## config.mk

```make
export PLATFORM = sky130hd
export DESIGN_NAME = seg_scan_drv
export DESIGN_NICKNAME = d
export VERILOG_FILES = /design/src/rtl/seg_scan_drv.sv
export SDC_FILE = /design/constraint.sdc
export NUM_CORES = 1
export LEC_CHECK = 0
export ABC_AREA = 1
export CAP_MARGIN = 0
export CORE_ASPECT_RATIO = 1.1
export CORE_MARGIN = 3
export CORE_UTILIZATION = 45
export CTS_BUF_LIST = sky130_fd_sc_hd__clkbuf_8
export CTS_CLUSTER_DIAMETER = 40
export CTS_CLUSTER_SIZE = 10
export DETAILED_ROUTE_END_ITERATION = 10
export PLACE_DENSITY = 0.73
export SYNTH_ARGS = -nofsm -noshare
export SYNTH_HDL_FRONTEND = slang
export SYNTH_SLANG_ARGS = --single-unit
```

## constraint.sdc

```tcl
create_clock -name i_CLK -period 2.76 [get_ports i_CLK]
set_input_delay 0.69 -clock i_CLK [delete_from_list [all_inputs] [get_ports i_CLK]]
set_output_delay 0.69 -clock i_CLK [all_outputs]
set_load 0.03 [all_outputs]
```

## src/rtl/seg_scan_drv.sv

```systemverilog
// Multiplexed N-digit 8-segment scanner: hex or raw segments, PWM brightness, anti-ghost guard,
// leading-zero blanking. Single clock with an internal free-running slot counter.
module seg_scan_drv #(
  parameter int unsigned N_DIGITS    = 4,
  parameter int unsigned DIV_BITS    = 16,
  parameter int unsigned BRIGHT_BITS = 3,
  parameter int unsigned GUARD       = 4,
  parameter bit          SEG_ACT_LOW = 1'b1,
  parameter bit          DRN_ACT_LOW = 1'b0
) (
  input  logic                    i_CLK,
  input  logic                    i_RST,
  input  logic [8*N_DIGITS-1:0]   i_Data,
  input  logic [N_DIGITS-1:0]     i_DP,
  input  logic                    i_Raw,
  input  logic                    i_LZB,
  input  logic                    i_Load,
  input  logic [BRIGHT_BITS-1:0]  i_Bright,
  output logic                    o_Pending,
  output logic                    o_Frame,
  output logic [N_DIGITS-1:0]     o_Drains,
  output logic [7:0]              o_Segs
);

  localparam int unsigned          DW        = (N_DIGITS > 1) ? $clog2(N_DIGITS) : 1;
  localparam logic [DW-1:0]        LastDigit = DW'(N_DIGITS - 1);
  localparam logic [DIV_BITS-1:0]  GuardCnt  = DIV_BITS'(GUARD);
  localparam logic [N_DIGITS-1:0]  DrnOff    = DRN_ACT_LOW ? '1 : '0;
  localparam logic [7:0]           SegOff    = SEG_ACT_LOW ? 8'hFF : 8'h00;

  typedef struct packed {
    logic [8*N_DIGITS-1:0] data;
    logic [N_DIGITS-1:0]   dp;
    logic                  raw;
    logic                  lzb;
  } frame_t;

  function automatic logic [6:0] hex7(input logic [3:0] nib);
    logic [6:0] g;
    case (nib)
      4'h0: g = 7'h3F;  4'h1: g = 7'h06;  4'h2: g = 7'h5B;  4'h3: g = 7'h4F;
      4'h4: g = 7'h66;  4'h5: g = 7'h6D;  4'h6: g = 7'h7D;  4'h7: g = 7'h07;
      4'h8: g = 7'h7F;  4'h9: g = 7'h6F;  4'hA: g = 7'h77;  4'hB: g = 7'h7C;
      4'hC: g = 7'h39;  4'hD: g = 7'h5E;  4'hE: g = 7'h79;  default: g = 7'h71;
    endcase
    return g;
  endfunction

  logic [DIV_BITS-1:0] cnt_q, cnt_d;
  logic [DW-1:0]       d_q, d_d;
  frame_t              shadow_q, shadow_d, disp_q, disp_d, in_frame;
  logic                pending_q, pending_d, frame_q, frame_d;
  logic [N_DIGITS-1:0] drains_q, drains_d, drn_on;
  logic [7:0]          segs_q, segs_d, seg_on, raw_byte;
  logic [3:0]          nib;
  logic                dp_bit, nz_above, blank, drive, slot_end, frame_end;

  always_comb begin
    slot_end  = &cnt_q;
    frame_end = slot_end && (d_q == LastDigit);
    cnt_d     = cnt_q + 1'b1;
    d_d       = d_q;
    if (slot_end) begin
      d_d = (d_q == LastDigit) ? '0 : d_q + 1'b1;
    end
    in_frame.data = i_Data;
    in_frame.dp   = i_DP;
    in_frame.raw  = i_Raw;
    in_frame.lzb  = i_LZB;
    shadow_d  = i_Load ? in_frame : shadow_q;
    // A load on the boundary clock goes straight through shadow_d into the display.
    disp_d    = frame_end ? shadow_d : disp_q;
    pending_d = frame_end ? 1'b0 : (i_Load | pending_q);
    frame_d   = frame_end;
  end

  always_comb begin
    raw_byte = '0;
    nib      = '0;
    dp_bit   = 1'b0;
    nz_above = 1'b0;
    for (int unsigned k = 0; k < N_DIGITS; k++) begin
      if (DW'(k) == d_q) begin
        raw_byte = disp_q.data[8*k +: 8];
        nib      = disp_q.data[4*k +: 4];
        dp_bit   = disp_q.dp[k];
      end
      if (DW'(k) >= d_q && disp_q.data[4*k +: 4] != 4'h0) begin
        nz_above = 1'b1;
      end
    end
    blank    = disp_q.lzb && (d_q != '0) && !nz_above;
    seg_on   = disp_q.raw ? raw_byte : {dp_bit, blank ? 7'h00 : hex7(nib)};
    segs_d   = SEG_ACT_LOW ? ~seg_on : seg_on;
    drive    = (cnt_q >= GuardCnt) && (cnt_q[DIV_BITS-1 -: BRIGHT_BITS] <= i_Bright);
    drn_on   = drive ? (N_DIGITS'(1) << d_q) : '0;
    drains_d = DRN_ACT_LOW ? ~drn_on : drn_on;
  end

  always_ff @(posedge i_CLK) begin
    if (i_RST) begin
      cnt_q     <= '0;
      d_q       <= '0;
      shadow_q  <= '0;
      disp_q    <= '0;
      pending_q <= 1'b0;
      frame_q   <= 1'b0;
      drains_q  <= DrnOff;
      segs_q    <= SegOff;
    end else begin
      cnt_q     <= cnt_d;
      d_q       <= d_d;
      shadow_q  <= shadow_d;
      disp_q    <= disp_d;
      pending_q <= pending_d;
      frame_q   <= frame_d;
      drains_q  <= drains_d;
      segs_q    <= segs_d;
    end
  end

  assign o_Pending = pending_q;
  assign o_Frame   = frame_q;
  assign o_Drains  = drains_q;
  assign o_Segs    = segs_q;

endmodule

```

==> impl_metrics.tcl <==
set metrics [dict create \
    status "finished, final reports clean" \
    via_per_inst 5.165 \
    fin_crit_ns 2.324 \
    power_density_nw_per_um2 491.0 \
    fmax_mhz 430.4 \
    drtAntennaViolNets 0 \
    critical_path_required_ns 3.03 \
    cp_cell_sequence "inv_1, ha_1, inv_2, nand2_1, nand3_1, nand2_1, nand2_1, inv_1, ha_1, nand2_1, nand2_1, nand2_1, nand3_1, nand2_1, nand2_1" \
    drt_iter0_markers 198 \
    dieArea_um2 11750 \
    fin_nets 677 \
    cts_sinks 108 \
    cts.hold.buffers_added 0 \
    setup_ws_ns 0.4364 \
    cts_max_level 3 \
    cp_slowest_cell "dfxtp_1" \
    startpoint_type "flop" \
    crit_path_end "o_Segs[3]$_SDFF_PP1_" \
    setup_viol 0 \
    core_area_um2 10030 \
    period_share_pct 84.19 \
    dp_slack_ns 0.4406 \
    syn_to_final_growth_pct 18.01 \
    cp.depth 15 \
    postCtsSetupRepairBufs 0 \
    synth_nets 630 \
    cp.arrival_ns 2.59 \
    start_util_pct 47.03 \
    timing.clock.skew_ns 0.01105 \
    grt_max_degree 54 \
    ys_top_cells_by_count "dfxtp_1, nand2_1, nor2_1" \
    grt_overflow 0 \
    regToRegStartpoint "d_q[1]$_SDFFE_PP0P_" \
    synth_cell_types 34 \
    report.final.slew_viol_count 0 \
    vias 3936 \
    hpwl_um 7711 \
    maxSlewHeadroom_pct 62.54 \
    ctsResizeCount 0 \
    numPortBuffers 57 \
    r2r_slack_ns 0.44 \
    worstMarginPinSlew_ns 0.5598 \
    die_h_um 113.4 \
    netlist.area_leader.share_pct 45.82 \
    r2r.worst_path.cells 15 \
    cpMostUsedCell "nand2_1" \
    worst-path-buf-inv 3 \
    startpoint "d_q[1]$_SDFFE_PP0P_" \
    drv_cap 0 \
    die_w_um 103.6 \
    syn_inst 570 \
    syn-mean-instance-area_um2 8.278 \
    clockBufferDepth 2 \
    synth-edff-count 0 \
    async_flop_share_pct 0 \
    grt_pass1_vias 3946 \
    yosys_warnings 0 \
    fin_tns_setup_ns 0 \
    fin_util_pct 55.50 \
    synth_area_leaders "dfxtp_1, mux2i_1, nand2_1" \
    numCtsBuffers 9 \
    stdcell_count 762 \
    wl_per_cell_um 13.87 \
    crit_path_end_kind "flop" \
    track_usage_pct 18.82 \
    cts_root_buffer "clkbuf_8" \
    synth-seq-cells 108 \
    num_rows 38 \
    num_antenna_cells 0 \
    p_leak_nw 2.248 \
    drc_errors 0 \
    peakVddDrop_mv 0.2999 \
    synth-seq-area-share_pct 45.82 \
    cp_max_fo 16 \
    cts.clk_slew.worst_paths_ns 0.10 \
    rsz0062_at_grt "false" \
    clkLatencyLatePin_ns 0.37 \
    critPathTopFamily "simple AND/OR/NAND/NOR gates" \
    ioPinCount 58 \
    cts_tree "built" \
    drive_gt1_share_pct 7.717 \
    yosysTopAreaCell "dfxtp_1" \
    r2r-end "o_Segs[3]$_SDFF_PP1_" \
    place_inst 746 \
    setup.worst_path.class "flop to flop" \
    antenna_found_initial 0 \
    cp_slowest_stage_delay_ns 0.44 \
    place.gp.congestion 0.9545 \
    worstHoldPathType "flop to flop" \
    first_pass_iters 5 \
    finalHoldViolations 0 \
    routed_wl_um 10570 \
    grt_pass1_wl_um 18310 \
    syn_area_um2 4718 \
    synth_most_common_cell "dfxtp_1" \
    synth_ff_type "dfxtp_1" \
]
-- per-stage QoR --
stage,power (mW),hold slack [ns],cell area (um^2)
global route,2.844,0.5064,5568
global placement,1.867,0.4280,5379
detailed placement,1.874,0.4603,5379
floorplan,1.771,0.4142,4718
finish,2.734,0.4761,5568
CTS,2.769,0.4827,5568
-- worst min path at each step --
stage | start | to | slack (ns) | cells past startpoint
floorplan | cnt_q[0]$_SDFF_PP0_ | cnt_q[0]$_SDFF_PP0_ | 0.41 | 1
global placement | cnt_q[0]$_SDFF_PP0_ | cnt_q[0]$_SDFF_PP0_ | 0.43 | 1
detailed placement | cnt_q[0]$_SDFF_PP0_ | cnt_q[0]$_SDFF_PP0_ | 0.46 | 1
CTS | cnt_q[0]$_SDFF_PP0_ | cnt_q[0]$_SDFF_PP0_ | 0.48 | 1
global route | o_Pending$_SDFF_PP0_ | o_Pending$_SDFF_PP0_ | 0.51 | 2
finish | cnt_q[0]$_SDFF_PP0_ | cnt_q[0]$_SDFF_PP0_ | 0.48 | 1
-- layout make-up --
class	count	area (um^2)
clock inverter	4	23.77
sequential	108	2162
clock buffer	12	165.2
inverter	56	210.2
multi-input combinational	377	2198
fill	936	4464
tap	140	175.2
timing repair buffer	65	633.1
-- placed cells by master, fill, tap and decap left out, types with 2 or more instances in the layout --
cell,netlist,final
o22ai_2,9,9
clkdlybuf4s50_1,0,55
buf_2,9,2
clkinvlp_4,0,2
ha_1,16,16
inv_2,4,4
inv_1,50,51
nand4_1,5,5
nand3b_1,2,2
o21ai_0,40,40
nor2_1,62,62
nor2_4,2,2
nand3_1,48,48
a22oi_1,2,2
nor4_1,2,2
mux2i_1,38,38
a21oi_1,38,38
clkbuf_8,0,12
nand2_1,76,76
nor3_1,8,8
dfxtp_1,108,108
clkinv_1,2,2
nand2_2,4,4
buf_4,1,7
o22ai_1,13,13
o211ai_1,5,5
-- registers in the layout, summed over array words and instances (netlist names) --
name	cells
o_Drains	4
o_Pending	1
o_Segs	8
disp_q	38
shadow_q	38
o_Frame	1
cnt_q	16
d_q	2
-- routing by layer --
layer / up-vias / GRT usage [%] / wire length (um)
li1: 1996 / - / -
met1: 1813 / 23.95 / 4758
met2: 104 / 31.33 / 5073
met3: 23 / 3.792 / 427
met4: 0 / 8.245 / 310
met5: - / 0 / 0
-- where the power goes --
group | switching [mW] | internal [mW] | leakage [nW]
combinational | 0.110 | 0.111 | 1.27
sequential | 0.0134 | 1.60 | 0.881
clock | 0.503 | 0.398 | 0.0958
total | 0.626 | 2.11 | 2.25
-- kinds of logic (layout without fill, tap and decap cells) --
| kind of cell | count (synthesis) | in the layout | share of synthesized area, % |
|---|---|---|---|
| xor gates and xnor gates | 1 | 1 | 0.1857 |
| DFF | 108 | 108 | 45.82 |
| buffers and inverters | 85 | 137 | 7.584 |
| adders and majority gates | 16 | 16 | 4.243 |
| muxes | 38 | 38 | 8.061 |
| AOI/OAI and AO/OA | 111 | 111 | 14.35 |
| and+or+nand+nor | 211 | 211 | 19.76 |
Note: power is estimated with default switching activity, not from simulation.
